==> src/rtl/hazard_if.sv <==
// Signal bundle between the pipeline datapath and the hazard/flow controller.
// master = datapath side (drives ID/EX hazard info), slave = hazard_ctrl.
interface hazard_if #(
  parameter int CNT_W = 16
);
  // imem_ready is a one-way ready: when low the fetched word is not valid and
  // nothing may advance past IF; there is no matching valid from this block.
  logic             imem_ready;
  logic [4:0]       ifid_rs;
  logic [4:0]       ifid_rt;
  logic             id_uses_rt;
  logic             id_branch;
  logic             branch_taken;
  logic             jump;
  logic             idex_mem_read;
  logic             idex_reg_write;
  logic [4:0]       idex_rd;
  logic             pc_ld;
  logic             ifid_ld;
  logic             ifid_flush;
  logic             idex_bubble;
  logic [CNT_W-1:0] stall_cycles;
  logic [CNT_W-1:0] flush_count;

  modport master (
    output imem_ready, ifid_rs, ifid_rt, id_uses_rt, id_branch, branch_taken,
           jump, idex_mem_read, idex_reg_write, idex_rd,
    input  pc_ld, ifid_ld, ifid_flush, idex_bubble, stall_cycles, flush_count
  );

  modport slave (
    input  imem_ready, ifid_rs, ifid_rt, id_uses_rt, id_branch, branch_taken,
           jump, idex_mem_read, idex_reg_write, idex_rd,
    output pc_ld, ifid_ld, ifid_flush, idex_bubble, stall_cycles, flush_count
  );
endinterface

==> src/rtl/hazard_ctrl.sv <==
// Stall/flush sequencing for the 5-stage MIPS pipeline, with saturating
// stall-cycle and flush-pulse counters for performance debug.
module hazard_ctrl #(
  parameter int CNT_W = 16
) (
  input  logic     clk,
  input  logic     rst,
  hazard_if.slave  bus,
  output logic     state_dbg
);

  typedef enum logic {
    RUN  = 1'b0,
    HOLD = 1'b1
  } state_t;

  state_t state, state_nxt;

  logic match;
  logic load_use;
  logic br_alu;
  logic br_load;
  logic redirect;

  logic pc_ld_c, ifid_ld_c, flush_c, bubble_c;

  logic [CNT_W-1:0] stall_cnt;
  logic [CNT_W-1:0] flush_cnt;

  // Register 0 is hard-wired zero, so it can never be a real producer.
  assign match = (bus.idex_rd != 5'd0) &&
                 ((bus.idex_rd == bus.ifid_rs) ||
                  (bus.id_uses_rt && (bus.idex_rd == bus.ifid_rt)));

  assign load_use = bus.idex_mem_read & match;
  assign br_alu   = bus.id_branch & bus.idex_reg_write & ~bus.idex_mem_read & match;
  assign br_load  = bus.id_branch & load_use;
  assign redirect = (bus.branch_taken & bus.id_branch) | bus.jump;

  always_ff @(posedge clk) begin
    if (rst) begin
      state <= RUN;
    end else begin
      state <= state_nxt;
    end
  end

  always_comb begin
    state_nxt = state;
    pc_ld_c   = 1'b1;
    ifid_ld_c = 1'b1;
    flush_c   = 1'b0;
    bubble_c  = 1'b0;
    if (!rst) begin
      case (state)
        HOLD: begin
          pc_ld_c   = 1'b0;
          ifid_ld_c = 1'b0;
          bubble_c  = 1'b1;
          state_nxt = RUN;
        end
        default: begin
          if (!bus.imem_ready) begin
            pc_ld_c   = 1'b0;
            ifid_ld_c = 1'b0;
            bubble_c  = 1'b1;
          end else if (load_use || br_alu) begin
            pc_ld_c   = 1'b0;
            ifid_ld_c = 1'b0;
            bubble_c  = 1'b1;
            // The loaded value reaches the ID comparator one cycle later than
            // an ALU result, so a branch on a load needs an extra stall.
            if (br_load) begin
              state_nxt = HOLD;
            end
          end else if (redirect) begin
            flush_c = 1'b1;
          end
        end
      endcase
    end
  end

  always_ff @(posedge clk) begin
    if (rst) begin
      stall_cnt <= '0;
      flush_cnt <= '0;
    end else begin
      if (!pc_ld_c && (stall_cnt != {CNT_W{1'b1}})) begin
        stall_cnt <= stall_cnt + 1'b1;
      end
      if (flush_c && (flush_cnt != {CNT_W{1'b1}})) begin
        flush_cnt <= flush_cnt + 1'b1;
      end
    end
  end

  assign bus.pc_ld        = pc_ld_c;
  assign bus.ifid_ld      = ifid_ld_c;
  assign bus.ifid_flush   = flush_c;
  assign bus.idex_bubble  = bubble_c;
  assign bus.stall_cycles = stall_cnt;
  assign bus.flush_count  = flush_cnt;
  assign state_dbg        = state;

endmodule

==> src/flat_wrapper.sv <==
// flat-port wrapper written by rule: the top's interface ports become plain ports
module hazard_ctrl_flat 
#(
  parameter int CNT_W = 16
)
  (clk, rst, state_dbg, bus_imem_ready, bus_ifid_rs, bus_ifid_rt, bus_id_uses_rt, bus_id_branch, bus_branch_taken, bus_jump, bus_idex_mem_read, bus_idex_reg_write, bus_idex_rd, bus_pc_ld, bus_ifid_ld, bus_ifid_flush, bus_idex_bubble, bus_stall_cycles, bus_flush_count);
  hazard_if #(.CNT_W(CNT_W)) bus_i ();
  input  logic clk;
  input  logic rst;
  output logic state_dbg;
  input wire logic [$bits(bus_i.imem_ready)-1:0] bus_imem_ready;
  input wire logic [$bits(bus_i.ifid_rs)-1:0] bus_ifid_rs;
  input wire logic [$bits(bus_i.ifid_rt)-1:0] bus_ifid_rt;
  input wire logic [$bits(bus_i.id_uses_rt)-1:0] bus_id_uses_rt;
  input wire logic [$bits(bus_i.id_branch)-1:0] bus_id_branch;
  input wire logic [$bits(bus_i.branch_taken)-1:0] bus_branch_taken;
  input wire logic [$bits(bus_i.jump)-1:0] bus_jump;
  input wire logic [$bits(bus_i.idex_mem_read)-1:0] bus_idex_mem_read;
  input wire logic [$bits(bus_i.idex_reg_write)-1:0] bus_idex_reg_write;
  input wire logic [$bits(bus_i.idex_rd)-1:0] bus_idex_rd;
  output wire logic [$bits(bus_i.pc_ld)-1:0] bus_pc_ld;
  output wire logic [$bits(bus_i.ifid_ld)-1:0] bus_ifid_ld;
  output wire logic [$bits(bus_i.ifid_flush)-1:0] bus_ifid_flush;
  output wire logic [$bits(bus_i.idex_bubble)-1:0] bus_idex_bubble;
  output wire logic [$bits(bus_i.stall_cycles)-1:0] bus_stall_cycles;
  output wire logic [$bits(bus_i.flush_count)-1:0] bus_flush_count;
  assign bus_i.imem_ready = bus_imem_ready;
  assign bus_i.ifid_rs = bus_ifid_rs;
  assign bus_i.ifid_rt = bus_ifid_rt;
  assign bus_i.id_uses_rt = bus_id_uses_rt;
  assign bus_i.id_branch = bus_id_branch;
  assign bus_i.branch_taken = bus_branch_taken;
  assign bus_i.jump = bus_jump;
  assign bus_i.idex_mem_read = bus_idex_mem_read;
  assign bus_i.idex_reg_write = bus_idex_reg_write;
  assign bus_i.idex_rd = bus_idex_rd;
  assign bus_pc_ld = bus_i.pc_ld;
  assign bus_ifid_ld = bus_i.ifid_ld;
  assign bus_ifid_flush = bus_i.ifid_flush;
  assign bus_idex_bubble = bus_i.idex_bubble;
  assign bus_stall_cycles = bus_i.stall_cycles;
  assign bus_flush_count = bus_i.flush_count;
  hazard_ctrl #(.CNT_W(CNT_W)) u_core (.clk(clk), .rst(rst), .bus(bus_i), .state_dbg(state_dbg));
endmodule
==> config.mk <==
export PLATFORM = sky130hd
export DESIGN_NAME = hazard_ctrl_flat
export DESIGN_NICKNAME = d
export VERILOG_FILES = /design/src/rtl/hazard_if.sv /design/src/rtl/hazard_ctrl.sv /design/src/flat_wrapper.sv
export SDC_FILE = /design/constraint.sdc
export NUM_CORES = 1
export LEC_CHECK = 0
export CORE_MARGIN = 4
export CORE_UTILIZATION = 47
export DETAILED_ROUTE_END_ITERATION = 6
export PLACE_DENSITY_LB_ADDON = 0.15
export REMOVE_ABC_BUFFERS = 1
export SLEW_MARGIN = 5
export SYNTH_ARGS = -nofsm -noshare
export SYNTH_HDL_FRONTEND = slang
export SYNTH_SLANG_ARGS = --single-unit
==> constraint.sdc <==
create_clock -name clk -period 2.35 [get_ports clk]
set_input_delay 0.3525 -clock clk [delete_from_list [all_inputs] [get_ports clk]]
set_output_delay 0.3525 -clock clk [all_outputs]
set_load 0.01 [all_outputs]
# == Yosys cells after proc, flatten, opt, wreduce, memory -nomap -nowiden ==
# Index checks and enable logic that the tools add are counted.
# classes
eq_ne,4
n_mux,14
bitwise_logic,10
addsub,2
reduce_logical,9
# ops
operator,count
"adder 16 x 1 -> 16 bit, second input constant",2
"!= test 16 bit, second input constant",2
2-to-1 mux 1 bit,14
equality test 5 bit,2
AND 1 bit,6
nonzero test 5 bit,1
logical AND 1 bit,4
OR reduction 4 bit,1
NOT 1 bit,3
logical OR 1 bit,2
logical NOT 1 bit,1
bitwise OR 1 bit,1
# word_totals
input_bits,24
out_inout_bits,37
wordCells,42
reg_bits,33

# == Longest topological paths before layout ==
# Gate-level depths: netlist of run 1.
# logic_depth
depth_word,12
ltp_mapped,9
ltp_nobuf,7

# == Worst setup path before layout of run 1 ==
# No wires, ideal clock.
# synth_path
path_type,in2out
startpoint,in bus_idex_rd[4]
endpoint,out bus_pc_ld
path_buffers,3
t_arrival_ns,1.723
path_slack_ns,0.275
path_stages,9
required_ns,1.997
cell_sequence,xnor2_1 > nand3_1 > o22ai_2 > a21oi_4 > buf_6 > buf_6 > nor2_1 > inv_1 > buf_4
# synth_via
elab_chain_cells,10
word_cells_on_any_way,13
classes_between,2 x eq/ne; 4 x mux; 2 x bitwise; 5 x reduce/logical
# synth_lines
element,line_no,text
from (decl),flat_wrapper.sv:20,input wire logic [$bits(bus_i.idex_rd)-1:0] bus_idex_rd;
equality test 5 bit,hazard_ctrl.sv:33,(bus.id_uses_rt && (bus.idex_rd == bus.ifid_rt)));
logical AND 1 bit,hazard_ctrl.sv:33,
logical OR 1 bit,hazard_ctrl.sv:32,((bus.idex_rd == bus.ifid_rs) ||
logical AND 1 bit *,hazard_ctrl.sv:31,assign match = (bus.idex_rd != 5'd0) &&
AND 1 bit (on tied branches),"hazard_ctrl.sv:35, hazard_ctrl.sv:36",
logical OR 1 bit *,hazard_ctrl.sv:67,end else if (load_use || br_alu) begin
2-to-1 mux 1 bit * (4 in series),--,
to (decl),flat_wrapper.sv:21,output wire logic [$bits(bus_i.pc_ld)-1:0] bus_pc_ld;
# Every way passes the cells marked *; elsewhere a longest branch is shown, timed or not.

# == Worst setup path after layout of run 1 ==
# layout_path
startpoint,in bus_ifid_rt[3]
endpoint,out bus_ifid_flush
# layout_via
elab_chain_cells,10
word_cells_on_any_way,11
classes_between,1 x eq/ne; 4 x mux; 2 x bitwise; 4 x reduce/logical
# layout_lines
element,line_no,text
from (decl),flat_wrapper.sv:13,input wire logic [$bits(bus_i.ifid_rt)-1:0] bus_ifid_rt;
equality test 5 bit *,hazard_ctrl.sv:33,
logical AND 1 bit *,hazard_ctrl.sv:33,
logical OR 1 bit *,hazard_ctrl.sv:32,
logical AND 1 bit *,hazard_ctrl.sv:31,
AND 1 bit (on tied branches),"hazard_ctrl.sv:35, hazard_ctrl.sv:36",
logical OR 1 bit *,hazard_ctrl.sv:67,
2-to-1 mux 1 bit *,hazard_ctrl.sv:67,
2-to-1 mux 1 bit *,hazard_ctrl.sv:63,if (!bus.imem_ready) begin
2-to-1 mux 1 bit *,hazard_ctrl.sv:55,case (state)
2-to-1 mux 1 bit *,hazard_ctrl.sv:54,if (!rst) begin
to (decl),flat_wrapper.sv:23,output wire logic [$bits(bus_i.ifid_flush)-1:0] bus_ifid_flush;
# Marked as above.

==> metrics, run 1 <==
crit path from=bus_ifid_rt[3]; Max stage delay cell, worst path=clkdlybuf4s50_1; Core Area=0.004000 sq mm; MaxCap Viol Count=0; share of cells above drive strength 1=12.75%; Synth cell types=43; via count=2058; Routed met1 length=2464 um; multi-input logic area=0.001185 sq mm; Worst Path Required=2.00 ns; Antenna Cells=0; EDFF count, synth=0; highest clock rate=446.7 MHz; #FFs+latches synth=33; WHS Path Cells=2; initial cell density of the core=48.83%; status=finished, final reports clean; fin crit period=2.239 ns; crit path capture=bus_ifid_flush; Final ANT Viol Nets=0; met2 wire length=2140 um; top cell type's share of synthesized area=33.82%; TritonCTS clock tree=built; Top delay family on crit path=buffers and inverters; Layout Nets=331; origin of the critical flop-to-flop path=u_core.bus.stall_cycles[4]; FF-to-FF path depth=7; commonest non-fill, non-tap cells in the layout=51 x clkdlybuf4s50_1, 33 x dfxtp_1, 22 x nand2_1, 22 x a21oi_1, 20 x nand3_1; maximum buffer depth of the clock tree=2; CP Launch Type=input pin; Rel. slew slack=61.69%; CTS root buf=clkbuf_8; RSZ-0062 raised after global routing=false; Fill cells=331; chip width=72.47 um; largest net degree at the start of global routing=37; DP HPWL=3698 um; Setup violations, final=0; CTS sink count=33; cts bufs inserted=5; GRT overflow=0; crit path DAT=1.89 ns; Clk pin slew, worst setup/hold paths=0.07 ns; Die ar.=0.005251 sq mm; Overall Global Routing Usage=19.50%; first-pass GRT wire length=8121 um; register area share after synthesis=33.82%; Placer Congestion=0.7723; WHS=0.4975 ns; multiplexer share of the synthesized area=2.883%; Pwr Total=1290 uW; hold_buf cts=0; DR iter-0 viols=85; Synth Area in Adders=1.281%; WP depth=7; worst slew pin tran=0.5602 ns; row cnt=23; ys flop type=dfxtp_1; vias per cell=5.781; Max Fanout on Critical Path=2; # port buffers=60; Die H=72.47 um; Synth area leader=dfxtp_1; Post-synth ARST share=0%; I/O pin cnt=61; YS warnings=0; largest cells by area after synthesis=dfxtp_1 34%, a21oi_1 5.6%, nand3_1 5.1%, or4_1 5.0%, o31ai_1 4.6%; synth-to-layout area growth=41.51%; crit path kind=input pin to output pin; Fin. Hold Viols=0; latest clock arrival within the worst-skew pair=0.29 ns; Hold Path Class=flip-flop to flip-flop; Synth Area in Compound Gates=21.59%; Netlist Area Pre-Place=0.001953 sq mm; final WL=5083 um; Synth Area in Simple Gates=30.30%; Worst Clk Skew=0.006025 ns; VDD IR max=0.0004121 V; Leakage=0.0009491 uW; gate count of the mapped netlist=235; number of global-route vias before repair=1835; FF+latch area=660.6 sq um; final slew viol count=0; final worst-path cycle share=95.26%; initial antenna violation count=0; H-tree levels=2; r2r setup slk=0.35 ns; routed wire length on met3=373 um; Buf+Inv Stages, Crit Path=3; xor/xnor share of the synthesized area=4.484%; critical path endpoint category=output pin; largest family of logic cells by synthesized area=simple AND/OR/NAND/NOR gates; Syn Area/Cell=8.311 sq um; DR DRC count=0; CP Cell Sequence=clkdlybuf4s50_1 -> xnor2_1 -> nand4_1 -> o22a_2 -> o21ai_2 -> inv_1 -> dlygate4sd2_1; DR top layer=met4; DRT Pass-1 Iters=4; Reg2Reg Capture Point=u_core.bus.stall_cycles[8]; CP peak stage delay=0.47 ns; commonest non-fill, non-tap cell in the layout=clkdlybuf4s50_1; P per Cell Area=466.6 mW/mm^2; DR WL/cell=14.28 um
worst min path at each step:
| stage | end | slack, ns | from |
|---|---|---|---|
| CTS | u_core.bus.stall_cycles[7] | 0.50 | u_core.bus.stall_cycles[7] |
| detailed placement | u_core.bus.stall_cycles[7] | 0.49 | u_core.bus.stall_cycles[7] |
| global route | u_core.bus.stall_cycles[7] | 0.53 | u_core.bus.stall_cycles[7] |
| global placement | u_core.bus.stall_cycles[7] | 0.49 | u_core.bus.stall_cycles[7] |
| finish | u_core.bus.stall_cycles[7] | 0.50 | u_core.bus.stall_cycles[7] |
| floorplan | u_core.bus.flush_count[0] | 0.42 | rst |
sequential cells by signal, indices dropped and copies added, names as in the netlist:
name,cells
u_core.bus.flush_count,16
u_core.bus.stall_cycles,16
u_core.state_dbg,1
final cells by class:
cell class	count	share of cell area, %
inverters	6	0.8148
well taps	50	2.263
flip-flops and latches	33	23.90
clock buffers	7	3.124
multi-input cells	183	42.87
clock inverters	1	1.086
repair buffers	76	25.94
cell usage after synthesis, types with 5 or more instances:
cell type,n
and3_1,7
nand3_1,20
nor2_1,13
o31ai_1,12
or4_1,13
nand4_1,6
xnor2_1,10
o21ai_0,8
inv_1,6
or3_1,5
nand2_1,22
dfxtp_1,33
a21oi_1,22
o41ai_1,5
power by group:
part	internal (uW)	total, uW	switching (uW)
Sequential	564	570	6.04
Combinational	86.8	162	75.4
Clock	346	558	212
timing repair:
item,4_1_cts,5_1_grt
pin swaps,1,1
resized for setup,8,2
buffers inserted,1,1
cloned,0,0
endpoints found under the setup margin,4,3
stage by stage:
stage	setup slack, ns	utilization [%]	area (sq um)	cells	TNS (ns)
floorplan	0.2609	-	1866	222	0
global route	0.04337	69.10	2764	356	0
detailed placement	-0.2775	65.84	2634	346	-2.466
CTS	0.03646	68.78	2751	355	0
finish	0.1114	69.10	2764	356	0
global placement	-0.2221	65.84	2634	346	-1.729
worst reg2reg max path, delay by kind of cell (launching register included):
| kind | cells | cell delay, ns |
|---|---|---|
| buf+inv | 1 | 0.26 |
| mux | 1 | 0.31 |
| simple gates | 5 | 0.90 |
| flops | 1 | 0.43 |
per-layer routing:
layer  vias up  GRT usage (%)
met3         9          6.510
li1       1041              -
met4         0          9.016
met5         -              0
met2        64          28.41
met1       944          25.95
kinds of logic after synthesis:
family,after synthesis
and+or+nand+nor,104
DFF,33
adders and majority gates,2
muxes,5
buffers and inverters,19
AOI/OAI and AO/OA,62
xor gates and xnor gates,10
No activity file was read; power rests on OpenSTA's default activity.
==> inputs of run 2 (changes only) <==
--- a/config.mk
+++ b/config.mk
@@ -14,3 +14,4 @@
 export SYNTH_ARGS = -nofsm -noshare
 export SYNTH_HDL_FRONTEND = slang
 export SYNTH_SLANG_ARGS = --single-unit
+export TNS_END_PERCENT = 1
==> results of run 2 <==
No change in the layout: final DEF, timing and power equal those of run 1.
==> inputs of run 3 (changes only) <==
--- a/config.mk
+++ b/config.mk
@@ -5,9 +5,10 @@
 export SDC_FILE = /design/constraint.sdc
 export NUM_CORES = 1
 export LEC_CHECK = 0
-export CORE_MARGIN = 4
-export CORE_UTILIZATION = 47
+export CORE_MARGIN = 3
+export CORE_UTILIZATION = 63
 export DETAILED_ROUTE_END_ITERATION = 6
+export DONT_BUFFER_PORTS = 1
 export PLACE_DENSITY_LB_ADDON = 0.15
 export REMOVE_ABC_BUFFERS = 1
 export SLEW_MARGIN = 5
==> metrics, run 3 (synthesis results as in run 1) <==
largest net degree at the start of global routing=39; share of cells above drive strength 1=11.11%; latest clock arrival within the worst-skew pair=0.33 ns; Placer Congestion=0.8047; Overall Global Routing Usage=24.70%; Hold Path Class=input pin to flip-flop; I/O pin cnt=61; number of global-route vias before repair=1609; Worst Path Required=2.00 ns; Post-DP Area=0.001934 sq mm; # port buffers=0; maximum buffer depth of the clock tree=2; row cnt=19; Die ar.=0.003804 sq mm; initial cell density of the core=68.46%; hold_buf cts=0; Clk pin slew, worst setup/hold paths=0.11 ns; vias per cell=6.838; status=finished, final reports clean; TritonCTS clock tree=built; H-tree levels=2; CTS sink count=33; Die H=61.68 um; Antenna Cells=0; post-CTS sizing=0; P per Cell Area=480.4 mW/mm^2; setup_tns=0 ns; DR WL/cell=16.63 um; final core area utilization=69.61%; first-pass GRT wire length=7072 um; Leakage=0.0006166 uW; Post-CTS Setup Inserts=0; chip width=61.68 um; RSZ-0062 raised after global routing=false; Rel. slew slack=49.56%; DP HPWL=3241 um; MaxCap Viol Count=0; Max Fanout on Critical Path=27; Setup violations, final=0; critical path endpoint category=output pin; final slew viol count=0; Fin. Hold Viols=0; CP Launch Type=flip-flop; Worst Clk Skew=0.009146 ns; via count=1812; crit path DAT=1.89 ns; CTS root buf=clkbuf_4; final instance area=0.001986 sq mm; worst slew pin tran=0.7565 ns; DR iter-0 viols=97; commonest non-fill, non-tap cell in the layout=dfxtp_1; WHS=0.07048 ns; fin crit period=2.239 ns; crit path kind=flip-flop to output pin; initial antenna violation count=0; final WL=4407 um; Non-Filler Instances=265; GRT overflow=0; synth-to-layout area growth=1.665%; DR DRC count=0; final worst-path cycle share=95.27%; Layout Nets=259; DRT Pass-1 Iters=4; highest clock rate=446.6 MHz; Final ANT Viol Nets=0; cts bufs inserted=5; placed insts=257; commonest non-fill, non-tap cells in the layout=33 x dfxtp_1, 22 x nand2_1, 22 x a21oi_1; Core Area=0.002853 sq mm; VDD IR max=0.0003650 V
[run 3: cell count changes in the layout (fill, tap and decap cells not counted), sizes merged]
cell	previous run	this run
clkbuf	7	6
dlymetal6s2s	2	0
buf	16	4
bufinv	1	0
clkdlybuf4s50	51	0
clkinv	0	2
dlygate4sd2	7	0
[run 3: worst max-delay path, stage by stage (launching register included)]
cell and delay, ns:
dfxtp_1 0.35, nand2b_1 0.24, a21oi_4 0.55, nor2_1 0.19, inv_1 0.21
[run 3: power breakdown]
part / internal, uW / leakage, uW / total (uW) / switching (uW)
sequential: 563 / 0.000266 / 573 / 9.16
clock: 114 / 0.0000320 / 307 / 193
combinational: 29.6 / 0.000318 / 73.9 / 44.4
total: 707 / 0.000617 / 954 / 247
[run 3: through the flow]
stage / worst slack (ns) / total power, uW
after floorplan: 0.2609 / 644.4
after global placement: 0.3149 / 654.8
after detailed placement: 0.2591 / 659.2
after CTS: 0.1124 / 960.5
after global routing: 0.004119 / 993.6
final: 0.1111 / 953.8
[run 3: layout make-up]
class	instances	area [sq um]
sequential	33	660.6
timing repair buffer	4	30.03
multi-input combinational	183	1182
inverter	6	22.52
fill	241	867.1
clock inverter	2	10.01
clock buffer	6	41.29
tap	31	38.79
[run 3: final timing paths]
check / start / endpoint / slack, ns / depth (start not counted)
worst max-delay path: u_core.state_dbg / bus_pc_ld / 0.11 / 4
worst min-delay path: rst / u_core.bus.stall_cycles[12] / 0.07 / 1
worst max register to register: u_core.bus.stall_cycles[4] / u_core.bus.stall_cycles[13] / 0.23 / 6
worst min register to register: u_core.bus.flush_count[11] / u_core.bus.flush_count[11] / 0.56 / 2
[run 3: layer usage]
metal / vias up / global-route usage, % / share of wire (%)
li1: 893 / - / -
met1: 817 / 29.64 / 41
met2: 93 / 42.90 / 48
met3: 9 / 7.338 / 9.4
met4: 0 / 6.364 / 1.3
met5: - / 0 / 0
==> variant, RTL diff (config.mk and constraints of run 2) <==
`CNT_W` is set to 16 in 3 places; all go to 12.
--- a/src/rtl/hazard_if.sv
+++ b/src/rtl/hazard_if.sv
@@ -1,7 +1,7 @@
 // Signal bundle between the pipeline datapath and the hazard/flow controller.
 // master = datapath side (drives ID/EX hazard info), slave = hazard_ctrl.
 interface hazard_if #(
-  parameter int CNT_W = 16
+  parameter int CNT_W = 12
 );
   // imem_ready is a one-way ready: when low the fetched word is not valid and
   // nothing may advance past IF; there is no matching valid from this block.
--- a/src/rtl/hazard_ctrl.sv
+++ b/src/rtl/hazard_ctrl.sv
@@ -1,7 +1,7 @@
 // Stall/flush sequencing for the 5-stage MIPS pipeline, with saturating
 // stall-cycle and flush-pulse counters for performance debug.
 module hazard_ctrl #(
-  parameter int CNT_W = 16
+  parameter int CNT_W = 12
 ) (
   input  logic     clk,
   input  logic     rst,
--- a/src/flat_wrapper.sv
+++ b/src/flat_wrapper.sv
@@ -1,7 +1,7 @@
 // flat-port wrapper written by rule: the top's interface ports become plain ports
 module hazard_ctrl_flat 
 #(
-  parameter int CNT_W = 16
+  parameter int CNT_W = 12
 )
   (clk, rst, state_dbg, bus_imem_ready, bus_ifid_rs, bus_ifid_rt, bus_id_uses_rt, bus_id_branch, bus_branch_taken, bus_jump, bus_idex_mem_read, bus_idex_reg_write, bus_idex_rd, bus_pc_ld, bus_ifid_ld, bus_ifid_flush, bus_idex_bubble, bus_stall_cycles, bus_flush_count);
   hazard_if #(.CNT_W(CNT_W)) bus_i ();
Ports: changed (resized bus_flush_count and bus_stall_cycles); port bits go from 61 to 53. No check against the original RTL was run, so the function may have changed too.
==> variant against run 2 <==
Final area decreased by 25%; total power decreased by 38%; routed wire length decreased by 25%; clock skew increased by 4.6 ps; synthesized area decreased by 26%; first-iteration DRC count decreased by 42%; sequential cell count decreased by 8; setup slack improved by 28 ps; largest cell class unchanged.
==> variant: results (changes against run 2) <==
- Outcome: complete, no violations
- Worst r2r dst: u_core.bus.stall_cycles[1]
- Pin count of the biggest net entering global routing: 28 (-24%)
- Top cells by area, synth: dfxtp_1 35%, xnor2_1 9.1%, a21oi_1 6.3%
- Switch share: 26.8% (+4.1 points)
- Commonest cells in the netlist: 25 x dfxtp_1, 18 x a21oi_1, 15 x nand2_1, 15 x nor2_1, 15 x xnor2_1
- Nets: 263 (-21%)
- Port Buffers: 52 (-13%)
- Clock share of power: 24.7% (-19 points)
- Post-CTS Setup Inserts: 0 (-1)
- Post-DP HPWL: 2.94 mm (-21%)
- Maximum clock path buffer count: 2 (unchanged)
- Routed met3 length: 231 µm (-38%)
- Min-delay worst type: reg2reg
- Reg2Reg Launch Point: u_core.bus.stall_cycles[0]
- Seq/Total Area, Yosys: 34.8% (+0.93 points)
- Met2 Wirelength: 1.82 mm (-15%)
- Grt met1 use: 22.7% (-3.3 points)
- Worst setup path startpoint: bus_ifid_rs[0]
- Int Power: 583 µW (-42%)
- Leak pwr: 0.725 nW (-24%)
- Adder-cell share of the synthesized area: 1.74% (+0.46 points)
- Clock root cell: clkbuf_4
- Vias: 1505 (-27%)
- Post-synthesis xor/xnor area fraction: 9.73% (+5.2 points)
- Num CTS Buffers: 3 (-2)
- Dpl cell area: 0.00205 mm² (-22%)
- GR Util met3: 3.37% (-3.1 points)
- Final Wtd Congestion: 0.859 (+11%)
- WL/cell: 14.2 µm (-0.24%)
- Share of the synthesized area in compound gates (AO/OA/AOI/OAI): 19.5% (-2.0 points)
- Syn Inst Count: 174 (-26%)
- Worst hold path startpoint: u_core.bus.stall_cycles[11]
- Peak supply drop: 0.000351 V (-15%)
- M1 wire length: 1.72 mm (-30%)
- Fmax: 0.452 GHz (+1.3%)
- Flop2flop setup slack: 270 ps (-80 ps)
- Vias per cell: 5.64 (-2.5%)
- Synth unique cells: 42 (-2.3%)
- Drt first-iter violations: 49 (-42%)
- Comb. pwr: 162 µW (about the same)
- Reg clk slew, reported paths: 140 ps (+70 ps)
- DP Worst Slack: -197 ps (+80.9 ps)
- Critical path endpoint: bus_ifid_flush
- Cts repair resizes: 9 (+1)
- Clk Latency, worst-skew pair: 320 ps (+30 ps)
- Critical Path Slowest Stage Cell: clkdlybuf4s50_1
- Yosys synthesis warning count: 0 (unchanged)
- H-Tree Depth: 1 (-1)
- Mux cell area share after synthesis: 3.48% (+0.59 points)
- GR Layer Usage met2: 34.6% (+6.1 points)
- First-pass GRT wire length: 6.38 mm (-21%)
- Final Skew: 10.6 ps (+4.61 ps)
- GR Util All Layers: 19.1% (-0.39 points)
- Share of cells above drive strength 1: 9.75% (-3.0 points)
- CP max FO: 4 (+2)
- Worst-Margin Slew: 508 ps (-52.2 ps)
- Arr. time, crit path: 1860 ps (-30 ps)
- Hold slack: 498 ps (+0.614 ps)
[variant: cell count changes in the layout (fill, tap and decap cells not counted), moves of 5 or more]
cell,change
nand3_1,-9
o31ai_1,-9
clkbuf_8,-6
mux2i_1,+5
and3_1,-6
or4_1,-10
nand2_1,-7
xnor2_1,+5
clkdlybuf4s50_1,-8
dfxtp_1,-8
[variant: area by class of cell]
cell class,count,area (µm²)
tap,31,38.8
inverter,6,22.5
sequential,25,500
timing repair buffer,64,599
clock inverter,1,5.00
fill,232,774
clock buffer,3,22.5
multi-input combinational,137,890
[variant: worst min path at each step]
stage / end / depth (start not counted)
detailed placement: u_core.bus.stall_cycles[11] / 2
global placement: u_core.bus.stall_cycles[11] / 2
finish: u_core.bus.stall_cycles[11] / 2
CTS: u_core.bus.stall_cycles[11] / 2
floorplan: u_core.bus.flush_count[3] / 1
global route: u_core.bus.flush_count[5] / 1
